===== src/rtl/reg_arb.sv =====
// rtl/reg_arb.sv - round-robin arbiter sharing one register-block port among NUM_REQ requesters; optional ack timeout via REG_ARB_TIMEOUT_EN
module reg_arb #(
  parameter int NUM_REQ     = 4,
  parameter int TIMEOUT_CYC = 15
) (
  input  logic                 clk,
  input  logic                 rst,
  input  logic [NUM_REQ-1:0]   req,
  input  logic [NUM_REQ-1:0]   req_wr,
  input  logic [8*NUM_REQ-1:0] req_addr,
  input  logic [8*NUM_REQ-1:0] req_wdata,
  output logic [NUM_REQ-1:0]   gnt,
  output logic [NUM_REQ-1:0]   done,
  output logic                 err,
  output logic [7:0]           rd_data,
  output logic                 sel_en,
  output logic                 wr_rd_s,
  output logic [7:0]           addr,
  output logic [7:0]           wdata,
  input  logic                 ack,
  input  logic [7:0]           reg_rd_data
);

  localparam int IW = $clog2(NUM_REQ);

  typedef enum logic [1:0] {
    IDLE    = 2'd0,
    ACCESS  = 2'd1,
    RELEASE = 2'd2
  } state_t;

  state_t        state;
  logic [IW-1:0] ptr;
  logic [IW-1:0] owner;
  logic [IW-1:0] win_idx;
  logic [IW-1:0] cand;
  logic          win_found;
`ifdef REG_ARB_TIMEOUT_EN
  logic [7:0]    tcnt;
`else
  assign err = 1'b0;
`endif

  // Round-robin pick: scan from farthest to nearest after ptr so the nearest active requester is the one left standing.
  always_comb begin
    win_idx   = '0;
    win_found = 1'b0;
    cand      = '0;
    for (int off = NUM_REQ; off >= 1; off--) begin
      cand = IW'((int'(ptr) + off) % NUM_REQ);
      if (req[cand]) begin
        win_idx   = cand;
        win_found = 1'b1;
      end
    end
  end

  // Arbitration FSM: grant, hold the register-block select until ack (or timeout), then one released cycle.
  always_ff @(posedge clk) begin
    if (rst) begin
      state   <= IDLE;
      gnt     <= '0;
      done    <= '0;
      rd_data <= '0;
      sel_en  <= 1'b0;
      wr_rd_s <= 1'b0;
      addr    <= '0;
      wdata   <= '0;
      owner   <= '0;
      ptr     <= IW'(NUM_REQ - 1);
`ifdef REG_ARB_TIMEOUT_EN
      err     <= 1'b0;
      tcnt    <= '0;
`endif
    end else begin
      done <= '0;
`ifdef REG_ARB_TIMEOUT_EN
      err  <= 1'b0;
`endif
      case (state)
        IDLE: begin
          gnt    <= '0;
          sel_en <= 1'b0;
          if (win_found) begin
            owner   <= win_idx;
            gnt     <= NUM_REQ'(1) << win_idx;
            wr_rd_s <= req_wr[win_idx];
            addr    <= req_addr[int'(win_idx)*8 +: 8];
            wdata   <= req_wdata[int'(win_idx)*8 +: 8];
            sel_en  <= 1'b1;
`ifdef REG_ARB_TIMEOUT_EN
            tcnt    <= '0;
`endif
            state   <= ACCESS;
          end
        end
        ACCESS: begin
          if (ack) begin
            if (!wr_rd_s) begin
              rd_data <= reg_rd_data;
            end
            done   <= gnt;
            sel_en <= 1'b0;
            state  <= RELEASE;
          end
`ifdef REG_ARB_TIMEOUT_EN
          else if (tcnt == 8'(TIMEOUT_CYC - 1)) begin
            rd_data <= 8'hFF;
            done    <= gnt;
            err     <= 1'b1;
            sel_en  <= 1'b0;
            state   <= RELEASE;
          end else begin
            tcnt <= tcnt + 8'd1;
          end
`endif
        end
        RELEASE: begin
          // Select stays low this cycle so the register block drops its write enable before any new owner.
          ptr   <= owner;
          gnt   <= '0;
          state <= IDLE;
        end
        default: begin
          gnt    <= '0;
          sel_en <= 1'b0;
          state  <= IDLE;
        end
      endcase
    end
  end

endmodule

===== config.mk =====
export PLATFORM = sky130hd
export DESIGN_NAME = reg_arb
export DESIGN_NICKNAME = d
export VERILOG_FILES = /design/src/rtl/reg_arb.sv
export SDC_FILE = /design/constraint.sdc
export NUM_CORES = 1
export LEC_CHECK = 0
export ABC_AREA = 1
export CORE_MARGIN = 3
export CORE_UTILIZATION = 43
export DETAILED_ROUTE_END_ITERATION = 10
export GPL_TIMING_DRIVEN = 1
export PLACE_DENSITY_LB_ADDON = 0.25
export SLEW_MARGIN = 0
export SYNTH_ARGS = -nofsm -noshare
export SYNTH_HDL_FRONTEND = slang
export SYNTH_SLANG_ARGS = --single-unit
export TNS_END_PERCENT = 10

===== constraint.sdc =====
create_clock -name clk -period 4.9 [get_ports clk]
set_clock_uncertainty 0.15 [all_clocks]
set_input_delay 0.49 -clock clk [delete_from_list [all_inputs] [get_ports clk]]
set_output_delay 0.49 -clock clk [all_outputs]
set_load 0.05 [all_outputs]

After elaboration in Yosys (flattened, before gate mapping):

Index checks and enable logic that the tools add are counted.

* flip-flop bits (word level): 40
* output and inout bits: 35
* bits of input ports: 83

* $lt $le $gt $ge: 5
* reductions and logical operators: 6
* $add $sub $neg: 4
* multiplexer cells: 26
* bitwise logic cells: 4
* shift-type cells: 3
* equal/unequal tests: 4

Operators with widths (count)
* $shiftx A32 B6 Y8: 2
* $lt A2 B3 Y1 const B: 5
* $mux W2: 6
* $mux W1: 11
* $bmux W1 S2: 5
* $pmux W4 S2: 1
* $reduce_and A2 Y1: 3
* $add A2 B1 Y2 const B: 2
* $add A2 B2 Y2 const B: 2
* $mux W4: 1
* $ne A2 B2 Y1 const B: 2
* $not A1 Y1: 4
* $pmux W2 S2: 1
* $shl A1 B2 Y4 const A: 1
* $pmux W1 S3: 1
* $reduce_and A3 Y1: 1
* $reduce_or A3 Y1: 1
* $eq A2 B1 Y1 const B: 1
* $eq A2 B2 Y1 const B: 1
* $logic_not A2 Y1: 1

Logic depth before layout (Yosys ltp):

* depth in word-level cells: 10
* mapped depth: 17
* gate-level depth less buffers: 14

Least setup slack after synthesis:

Ideal clock, no wire load.

* kind: input to register
* start: input port req[1]
* end: register addr[7]
* library setup time: 0.109 ns
* stages on the path: 15
* data arrival time: 1.636 ns
* slack: 3.005 ns
* path buffers: 2
* cells stage by stage: inv_1 o21ai_1 nand2_1 nand2_1 nand2_2 nand2_2 nand2_4 nand2_4 buf_6 buf_6 nand2_1 nand3_1 nand3_1 nand2_1 inv_1

* longest elaborated chain between the ends: 7
* elaborated cells between the ends (all ways): 18

RTL lines
* from (decl): line 8 `input logic [NUM_REQ-1:0] req,`
* $bmux W1 S2: line 51 `if (req[cand]) begin`
* $mux W1 (implied by the code): line 51
* $mux W2 / $mux W1 (equally long branches) (4 in series): line 51
* $shiftx A32 B6 Y8 / $reduce_and A2 Y1 (equally long branches)
* to (signal assigned): line 88 `addr <= req_addr[int'(win_idx)*8 +: 8];`
* to (decl): line 18 `output logic [7:0] addr,`

Several ways; a longest one is shown, not always the timed one. The select of a mux whose other input is x is not followed.
A chain may end at the register's enable or synchronous reset.

Final worst setup path:

* start: input port req[1]
* end: register wdata[4]

* longest elaborated chain between the ends: 7
* elaborated cells between the ends (all ways): 18

RTL lines
* $bmux W1 S2: line 51
* $mux W1 (implied by the code): line 51
* $mux W2 / $mux W1 (equally long branches) (4 in series): line 51
* $shiftx A32 B6 Y8 / $reduce_and A2 Y1 (equally long branches)
* to (signal assigned): line 89 `wdata <= req_wdata[int'(win_idx)*8 +: 8];`
* to (decl): line 19 `output logic [7:0] wdata,`

Several ways; a longest one is shown, not always the timed one. The select of a mux whose other input is x is not followed.

==> results.tsv <==
metric	value	unit
final_nets	561	
endpoint_kind	register	
n_antenna_cell	0	
max_cap_viol_count	0	
status	finished clean	
hold_depth	2	
hp-class	register to register	
vias_per_cell	4.800	
finalSetupViolations	0	
avgSynthCellArea	6.199	µm²
slowest_delay	0.45	ns
slowest_stage	clkdlybuf4s50_1	
max_slew.worst_pin.slew	1.007	ns
place_hpwl	5206	µm
report.final.slew_viol_count	0	
drive_above_1_share	0.04393	
synth_seq_cells	40	
synth-async-reset-ratio	0	
cts_setup_buffers	0	
finalCriticalPeriod	2.785	ns
drc	0	
numCtsBuffers	5	
slew_headroom	0.3264	
synth-edff-count	0	
fin_area	3515	µm²
crit_fanout	38	
track_usage	0.2258	
wl_per_cell	12.85	µm
die_h	79.13	µm
hold_buffers	0	
syn_inst	371	
overflow	0	
yosysMostFrequentCell	nand2_1	
p_leak	1.660	nW
cp.arrival	2.82	ns
synth_commonest_cells	nand2_1 (111), nor2_1 (76), nand3_1 (41)	
tns	0	ns
critPathBufInv	3	
peakVddDrop	0.1637	mV
path_class	input pin to register	
root_buffer	clkbuf_8	
drt-total-wl	7001	µm
grt_max_degree	39	
areaGrowthSynthToFinish	52.83	%
cts_max_path_buffers	2	
critPathTopFamily	simple AND/OR/NAND/NOR gates	
grt_pass1_vias	2543	
min_period_over_period	0.5683	
instances_no_fill	545	
synth_nets	454	
htreeDepth	2	
worstPathRequired	4.94	ns
portBuffers	116	
reg2reg_depth	13	
drtIter0Drc	113	
dp_cells	538	
fmax	0.3591	GHz
clk_pin_slew	0.08	ns
grt_pass1_wl	11350	µm
cts_tree	done	
synth_area_leaders	dfxtp_1 (35%), nand2_1 (18%), nor2_1 (12%), nand3_1 (8.9%), inv_1 (6.0%)	
io_pins	118	
hold_path.startpoint	gnt[1]	
p_per_area	306.9	nW/µm²
whs	0.2916	ns
worst_path_most_repeated_cell	nand2_1	
dr.pass1.iters	4	
synth.yosys.seq_area_share	0.3482	
die_area	6262	µm²
gp_congestion	0.7938	
die_w	79.13	µm
placed_area	3437	µm²
core	4942	µm²
synth_top_area_cell	dfxtp_1	
rsz0062_at_grt	no	
rows	25	
clk_latency	0.29	ns
synth_area	2300	µm²
ys_warn_count	0	
finalHoldViolCount	0	
start_kind	input pin	
synth_top_area_frac	0.3482	
drt.antenna.violating_nets	0	
vias	2616	
reg2reg_from	ptr[0]	
antenna_found_initial	0	
clock-sinks	40	
rr_endpoint	wdata[4]	
synth_cell_types	25	
r2r_slack	2.23	ns
start_util	0.4653	
holdPathEnd	done[1]	
path_cells	clkdlybuf4s50_1 > inv_1 > o21ai_1 > nand2_1 > nand2_1 > nand2_2 > nand2_2 > nand2_4 > nand2_4 > clkinv_2 > nand2_1 > nand3_1 > nand2_1 > nor2_1	
synth_top_flop_cell	dfxtp_1	
ctsResizeCount	0	
==> flip-flops by register name (all words and copies together), names as in the netlist <==
signal,cells
ptr,2
sel_en,1
gnt,4
wr_rd_s,1
owner,2
rd_data,8
addr,8
state,2
done,4
wdata,8
==> report_power, final <==
| group | total, mW | switching [mW] | internal, mW |
|---|---|---|---|
| clock | 0.209 | 0.112 | 0.0969 |
| sequential | 0.387 | 0.0227 | 0.364 |
| combinational | 0.483 | 0.295 | 0.188 |
==> cell type report <==
class                   instances  area (µm²)
fillers                       461        1428
multi-input cells             273        1227
repair buffers                116        1161
flip-flops and latches         40       800.8
inverters                      42       163.9
well taps                      67       83.83
clock buffers                   6       72.57
clock inverters                 1       5.005
==> cells by family after synthesis <==
kind of cell           after synthesis  share of synthesized area
DFF                                 40                     0.3482
other                                1                   0.001631
buffers and inverters               58                     0.1181
AOI/OAI and AO/OA                   20                    0.04570
and+or+nand+nor                    252                     0.4864
==> worst reg2reg max path, stage by stage, from the launching register on <==
cell      delay [ns]
dfxtp_1         0.53
inv_6           0.10
nand2_1         0.07
nand2_1         0.08
nand2_1         0.10
nand2_1         0.07
nand2_2         0.10
nand3_4         0.14
nand2_4         0.35
clkinv_2        0.43
nand2_1         0.18
nand3_1         0.10
nand2_1         0.11
nor2_1          0.04
==> routing by layer <==
layer,vias to the layer above,track usage,share of wire
li1,1345,-,-
met1,1172,0.2654,0.43
met2,93,0.4049,0.49
met3,6,0.05669,0.072
met4,0,0.06186,0.010
met5,-,0,0
==> placed cells by master, fill, tap and decap left out <==
cell             instances
clkdlybuf4s50_1        116
nand2_1                111
nor2_1                  76
nand3_1                 41
dfxtp_1                 40
inv_1                   37
and3b_1                 13
o21ai_0                 11
a21oi_1                  6
clkbuf_8                 5
nand2_2                  4
inv_2                    3
nand2_4                  2
o211ai_1                 2
clkinv_2                 2
inv_6                    1
o21ai_1                  1
and2_4                   1
nor2_4                   1
nand3_4                  1
nor2_2                   1
or2_1                    1
conb_1                   1
clkbuf_1                 1
==> worst max path at each step <==
stage	cells past startpoint	slack [ns]	from	to
2_1_floorplan	15	3.01	req[1]	addr[7]
3_3_place_gp	14	1.91	req[1]	addr[0]
3_5_place_dp	14	1.86	req[1]	addr[0]
4_1_cts	14	2.14	req[1]	wdata[4]
5_1_grt	14	1.89	req[1]	addr[0]
6_report	14	2.12	req[1]	wdata[4]
==> through the flow <==
stage | setup WS [ns] | power (mW) | util
2_1_floorplan | 3.005 | 0.7141 | -
3_3_place_gp | 1.908 | 0.8636 | 0.6954
3_5_place_dp | 1.859 | 0.8738 | 0.6954
4_1_cts | 2.136 | 1.083 | 0.7111
5_1_grt | 1.886 | 1.146 | 0.7111
6_report | 2.115 | 1.079 | 0.7111
No activity file was read; power rests on OpenSTA's default activity.
